`src/rtl/switch_debounce.sv`:
```
// switch_debounce
//   Input-conditioning stage for the slide switches/keys ahead of the PIO.
//   Each raw pin level is brought into the clk domain through a 2-flop
//   synchroniser, then filtered so that db_out only follows the synchronised
//   level after it has disagreed with db_out for STABLE_CYCLES consecutive
//   edges. One-cycle registered strobes mark every debounced 0->1 and 1->0
//   transition. Bits are fully independent.
//
//   STABLE_CYCLES must be >= 2. CNT_W is derived from it and is not meant to
//   be overridden.
//
// Ports:
//   clk         system clock
//   reset       synchronous, active-high reset (clears all state)
//   sw_in       raw asynchronous switch/key levels
//   db_out      debounced levels, feeds the PIO in_port
//   rise_pulse  one-cycle strobe per bit when db_out goes 0->1
//   fall_pulse  one-cycle strobe per bit when db_out goes 1->0
module switch_debounce #(
    parameter int WIDTH         = 10,
    parameter int STABLE_CYCLES = 50000
) (
    input  logic             clk,
    input  logic             reset,
    input  logic [WIDTH-1:0] sw_in,
    output logic [WIDTH-1:0] db_out,
    output logic [WIDTH-1:0] rise_pulse,
    output logic [WIDTH-1:0] fall_pulse
);

    localparam int CNT_W = $clog2(STABLE_CYCLES);
    localparam logic [CNT_W-1:0] CNT_MAX = CNT_W'(STABLE_CYCLES - 1);
    localparam logic [CNT_W-1:0] CNT_ONE = CNT_W'(1);

    logic [WIDTH-1:0] sync_1_q, sync_1_d;
    logic [WIDTH-1:0] sync_2_q, sync_2_d;
    logic [WIDTH-1:0] db_q,     db_d;
    logic [WIDTH-1:0] rise_q,   rise_d;
    logic [WIDTH-1:0] fall_q,   fall_d;
    logic [CNT_W-1:0] cnt_q [WIDTH];
    logic [CNT_W-1:0] cnt_d [WIDTH];

    always_comb begin
        // Plain synchroniser chain: nothing may sit between the two stages.
        sync_1_d = sw_in;
        sync_2_d = sync_1_q;
        db_d     = db_q;
        rise_d   = '0;
        fall_d   = '0;
        for (int unsigned i = 0; i < WIDTH; i++) begin
            cnt_d[i] = '0;
            if (sync_2_q[i] != db_q[i]) begin
                // Counter tops out at STABLE_CYCLES-1; reaching it with the
                // input still disagreeing commits the new level.
                if (cnt_q[i] == CNT_MAX) begin
                    db_d[i]   = sync_2_q[i];
                    rise_d[i] = sync_2_q[i];
                    fall_d[i] = ~sync_2_q[i];
                end else begin
                    cnt_d[i] = cnt_q[i] + CNT_ONE;
                end
            end
        end
    end

    always_ff @(posedge clk) begin
        if (reset) begin
            sync_1_q <= '0;
            sync_2_q <= '0;
            db_q     <= '0;
            rise_q   <= '0;
            fall_q   <= '0;
            for (int unsigned i = 0; i < WIDTH; i++) begin
                cnt_q[i] <= '0;
            end
        end else begin
            sync_1_q <= sync_1_d;
            sync_2_q <= sync_2_d;
            db_q     <= db_d;
            rise_q   <= rise_d;
            fall_q   <= fall_d;
            for (int unsigned i = 0; i < WIDTH; i++) begin
                cnt_q[i] <= cnt_d[i];
            end
        end
    end

    assign db_out     = db_q;
    assign rise_pulse = rise_q;
    assign fall_pulse = fall_q;

endmodule

```
`config.mk`:
```
export PLATFORM = sky130hd
export DESIGN_NAME = switch_debounce
export DESIGN_NICKNAME = d
export VERILOG_FILES = /design/src/rtl/switch_debounce.sv
export SDC_FILE = /design/constraint.sdc
export NUM_CORES = 1
export LEC_CHECK = 0
export BUFFER_PORTS_ARGS = -buffer_cell sky130_fd_sc_hd__buf_4
export CORE_ASPECT_RATIO = 0.9
export CORE_UTILIZATION = 49
export DETAILED_ROUTE_END_ITERATION = 10
export HOLD_SLACK_MARGIN = 0.02
export PLACE_DENSITY = 0.65
export REMOVE_ABC_BUFFERS = 1
export SLEW_MARGIN = 20
export SYNTH_ARGS = -nofsm -noshare
export SYNTH_HDL_FRONTEND = slang
export SYNTH_SLANG_ARGS = --single-unit
```
`constraint.sdc`:
```
create_clock -name clk -period 2.57 [get_ports clk]
set_clock_uncertainty 0.1 [all_clocks]
set_input_delay 0.257 -clock clk [delete_from_list [all_inputs] [get_ports clk]]
set_output_delay 0.257 -clock clk [all_outputs]
set_load 0.02 [all_outputs]
```
# == Word-level counts from Yosys, hierarchy flattened ==
# Memories as Yosys holds them, arrays and structs flattened.
# Cells that the tools add are included.
# op_classes
multipliers,0
n_lt_le_gt_ge,0
n_eq_ne,20
mux,33
n_bitwise,40
div_mod_pow,0
shift,0
reduce_logical,20
addsub,10
# ops
operator,n
$mux W16,30
$add A16 B1 Y16 const B,10
$eq A16 B16 Y1 const B,10
$not A1 Y1,30
$reduce_or A3 Y1,10
$reduce_and A2 Y1,10
$ne A1 B1 Y1,10
$or A1 B1 Y1,10
$mux W1,3
# totals
romBits,0
latchBits,0
n_memories,1
mem_bits_rw,160
register_bits,50
in_bits,12
output_inout_bits,30
# mem_list
memory,words,word_bits,rd,rd_ports_with_merged_regs,wr,line_no,source
cnt_q,10,16,10,0,10,40,logic [CNT_W-1:0] cnt_q [WIDTH];

# == Depth between registers and ports, before layout ==
# logic_depth
ltp_word,4
mapped_depth,7
mapped_depth_nobuf,5

# == Least setup slack after synthesis ==
# Ideal clock, no wire load.
# synth_path
kind,register to register
from,memory cnt_q[0][4] (netlist bit)
to,register db_q[0] (netlist: db_out[0])
n_path_buf,0
setup_slack_ps,533
period_less_slack_ps,2037
path_stages_with_launch,5
required_ps,2354
arrival_time_ps,1821
cell_sequence,dfxtp_1 > or4b_1 > or4_4 > or2_4 > a31o_1
# synth_rtl
element,line_no,source
from (decl),40,
to (signal assigned),70,db_q <= '0;
to (signal assigned),79,db_q <= db_d;
to (decl),37,"logic [WIDTH-1:0] db_q, db_d;"

==> qor.csv <==
metric;value;unit
p_sw_frac;0.2012;
synth-seq-cells;210;
initial_core_util;0.5077;
synth_ff_type;dfxtp_1;
numPortBuffers;41;
p_switching;1.290;mW
grt.total_usage;0.1787;
finalNonFillerCells;1259;
syn-mean-instance-area;9.148;um2
clock_path_buffers;3;
comb_power_share;0.014;
worstMarginPinSlew;0.5562;ns
ctsHtreeMaxLevel;1;
outcome;completed;
hold_viol;0;
routed_via_density;5.183;
cts_made_buffers;22;
min_path_type;input pin to register;
grt_pass1_wl;27590;um
rows;45;
period_minus_slack;2.127;ns
maxCapViolations;0;
drtIter0Drc;298;
slew_headroom;0.6281;
clkSinkCount;210;
overflow;0;
postRouteWirelength;15480;um
p_per_area;638.1;nW/um2
crit_end;cnt_q[8][4]$_SDFF_PP0_;
fill_cells;1548;
grt_max_degree;34;
critPathLaunch;cnt_q[8][0]$_SDFF_PP0_;
dieHeight;128.3;um
r2r_cells;5;
clk_pin_slew_worst_paths;0.06;ns
netlist_area;8691;um2
max_freq;470.1;MHz
yosysSeqAreaShare;0.4837;
finalCritPeriodShare;0.8278;
rrSetupSlack;0.44;ns
fp.coreArea;17120;um2
final_core_util;0.5870;
finalSetupViolCount;0;
gp_congestion;0.8004;
num_antenna_cells;0;
drive_gt1_frac;0.09180;
worstPathArrival;2.40;ns
layout_commonest_cell;dfxtp_1;
power_frac_clock;0.473;
p_seq_frac;0.513;
ys_warn_count;0;
io_pins;42;
synth.distinct_cells;45;
synthToLayoutAreaGrowth;15.61;%
multi_input_area;4287;um2
layout_common_cells;dfxtp_1, nor2_1, xnor2_1;
crit_type;register to register;
async_flop_share;0;
p_leak;3.194;nW
cp_max_fo;15;
drc;0;
cp.required;2.84;ns
placedCellCount;1209;
tns;0;ns
syn_inst;950;
cts_tree;yes;
ff_latch_area;4204;um2
antenna_found_initial;0;
irDropWorstVdd;0.4605;mV
synth_edf_count;0;
drv_slew;0;
startpoint_type;register;
dr.pass1.iters;4;
p_int;5.121;mW
hpwl;10410;um
cp-end-kind;register;
wl_per_cell;12.29;um
r2r_start;cnt_q[8][0]$_SDFF_PP0_;
die_w;142.4;um
detail-route-antenna-nets;0;
rsz0062_at_grt;no;
r2r_end;cnt_q[8][4]$_SDFF_PP0_;
vias;6525;
root_buffer;clkbuf_16;
grt_pass1_vias;5968;
cts_resized;0;
dieArea;18270;um2
clk_latency;0.49;ns
nNetsFinal;1030;
[cell families after synthesis]
family / after synthesis / share of synthesized area
AO/OA/AOI/OAI: 25 / 0.01800
XOR/XNOR: 140 / 0.1411
adder cells (fa/ha/maj): 10 / 0.01440
buffers and inverters: 49 / 0.02303
flip-flops: 210 / 0.4837
multiplexers: 7 / 0.008063
AND/OR/NAND/NOR: 509 / 0.3117
[synth_stat cells (all sizes together) (2+ instances only)]
cell / number / area share
buf: 5 / 0.0040
or2: 3 / 0.0024
nor3: 38 / 0.022
a21oi: 11 / 0.0063
and3: 11 / 0.0081
or4bb: 2 / 0.0026
or4: 13 / 0.012
and4: 8 / 0.0081
nand4b: 7 / 0.0071
or4b: 3 / 0.0035
nor2: 170 / 0.073
dfxtp: 210 / 0.48
nand3: 52 / 0.031
nand4: 54 / 0.039
nor4b: 13 / 0.014
nor2b: 23 / 0.017
clkbuf: 19 / 0.0082
and2: 9 / 0.0065
xnor2: 98 / 0.099
nand2b: 6 / 0.0043
inv: 25 / 0.011
nor4: 44 / 0.032
or3: 2 / 0.0014
xor2: 42 / 0.042
nand2: 41 / 0.018
o31ai: 8 / 0.0069
ha: 10 / 0.014
nor4bb: 7 / 0.0081
o21ai: 4 / 0.0027
mux2i: 7 / 0.0081
[per-stage QoR]
step	cell area (um2)	setup WS (ns)	hold WS (ns)	power (mW)
6_report	10050	0.4426	0.06348	6.411
2_1_floorplan	8584	0.5201	0.2261	3.394
3_5_place_dp	9239	0.4283	0.3212	3.442
5_1_grt	10050	0.3093	0.07938	6.668
3_3_place_gp	9239	0.4968	0.3158	3.441
4_1_cts	10050	0.4181	0.04816	6.530
[area by class of cell]
| class | instances | area share |
|---|---|---|
| clock buffer | 33 | 0.06700 |
| clock inverter | 7 | 0.003487 |
| inverter | 25 | 0.009340 |
| multi-input combinational | 691 | 0.4267 |
| sequential | 210 | 0.4184 |
| tap | 235 | 0.02927 |
| timing repair buffer | 58 | 0.04583 |
[layer usage]
layer | vias up | GRT usage | part of all wire
met3 | 26 | 0.03089 | 0.041
li1 | 3449 | - | -
met2 | 97 | 0.2572 | 0.39
met1 | 2953 | 0.2719 | 0.55
met4 | 0 | 0.04997 | 0.023
met5 | - | 0 | 0
[registers in the layout (all words and copies together) (netlist names)]
register,count
sync_2_q,10
cnt_q,160
sync_1_q,10
fall_pulse,10
rise_pulse,10
db_out,10
[what timing repair did]
item | CTS | global route
hold buffers | 10 | 0
endpoints found under the hold margin | 10 | 0
setup buffers | 0 | 0
[worst min path at each step]
stage | startpoint | to | depth (start not counted)
global route | reset | db_out[4]$_SDFFE_PP0P_ | 2
detailed placement | sync_1_q[8]$_SDFF_PP0_ | sync_2_q[8]$_SDFF_PP0_ | 1
floorplan | reset | db_out[5]$_SDFFE_PP0P_ | 1
global placement | sync_1_q[2]$_SDFF_PP0_ | sync_2_q[2]$_SDFF_PP0_ | 1
CTS | reset | sync_2_q[5]$_SDFF_PP0_ | 2
finish | reset | sync_1_q[5]$_SDFF_PP0_ | 2
[power by group through the flow]
stage	clock network [mW]	logic, mW	registers (mW)
CTS	3.15	0.0947	3.29
detailed placement	0	0.0826	3.36
floorplan	0	0.0378	3.36
finish	3.03	0.0926	3.29
global placement	0	0.0820	3.36
global route	3.28	0.104	3.29
[critical path, cell delays in order (launching register included)]
cell and delay (ns):
dfxtp_1 0.37, ha_1 0.20, nand3_1 0.24, or4_1 0.71, nand2_2 0.29, nor2_1 0.08
No activity file was read; power rests on OpenSTA's default activity.
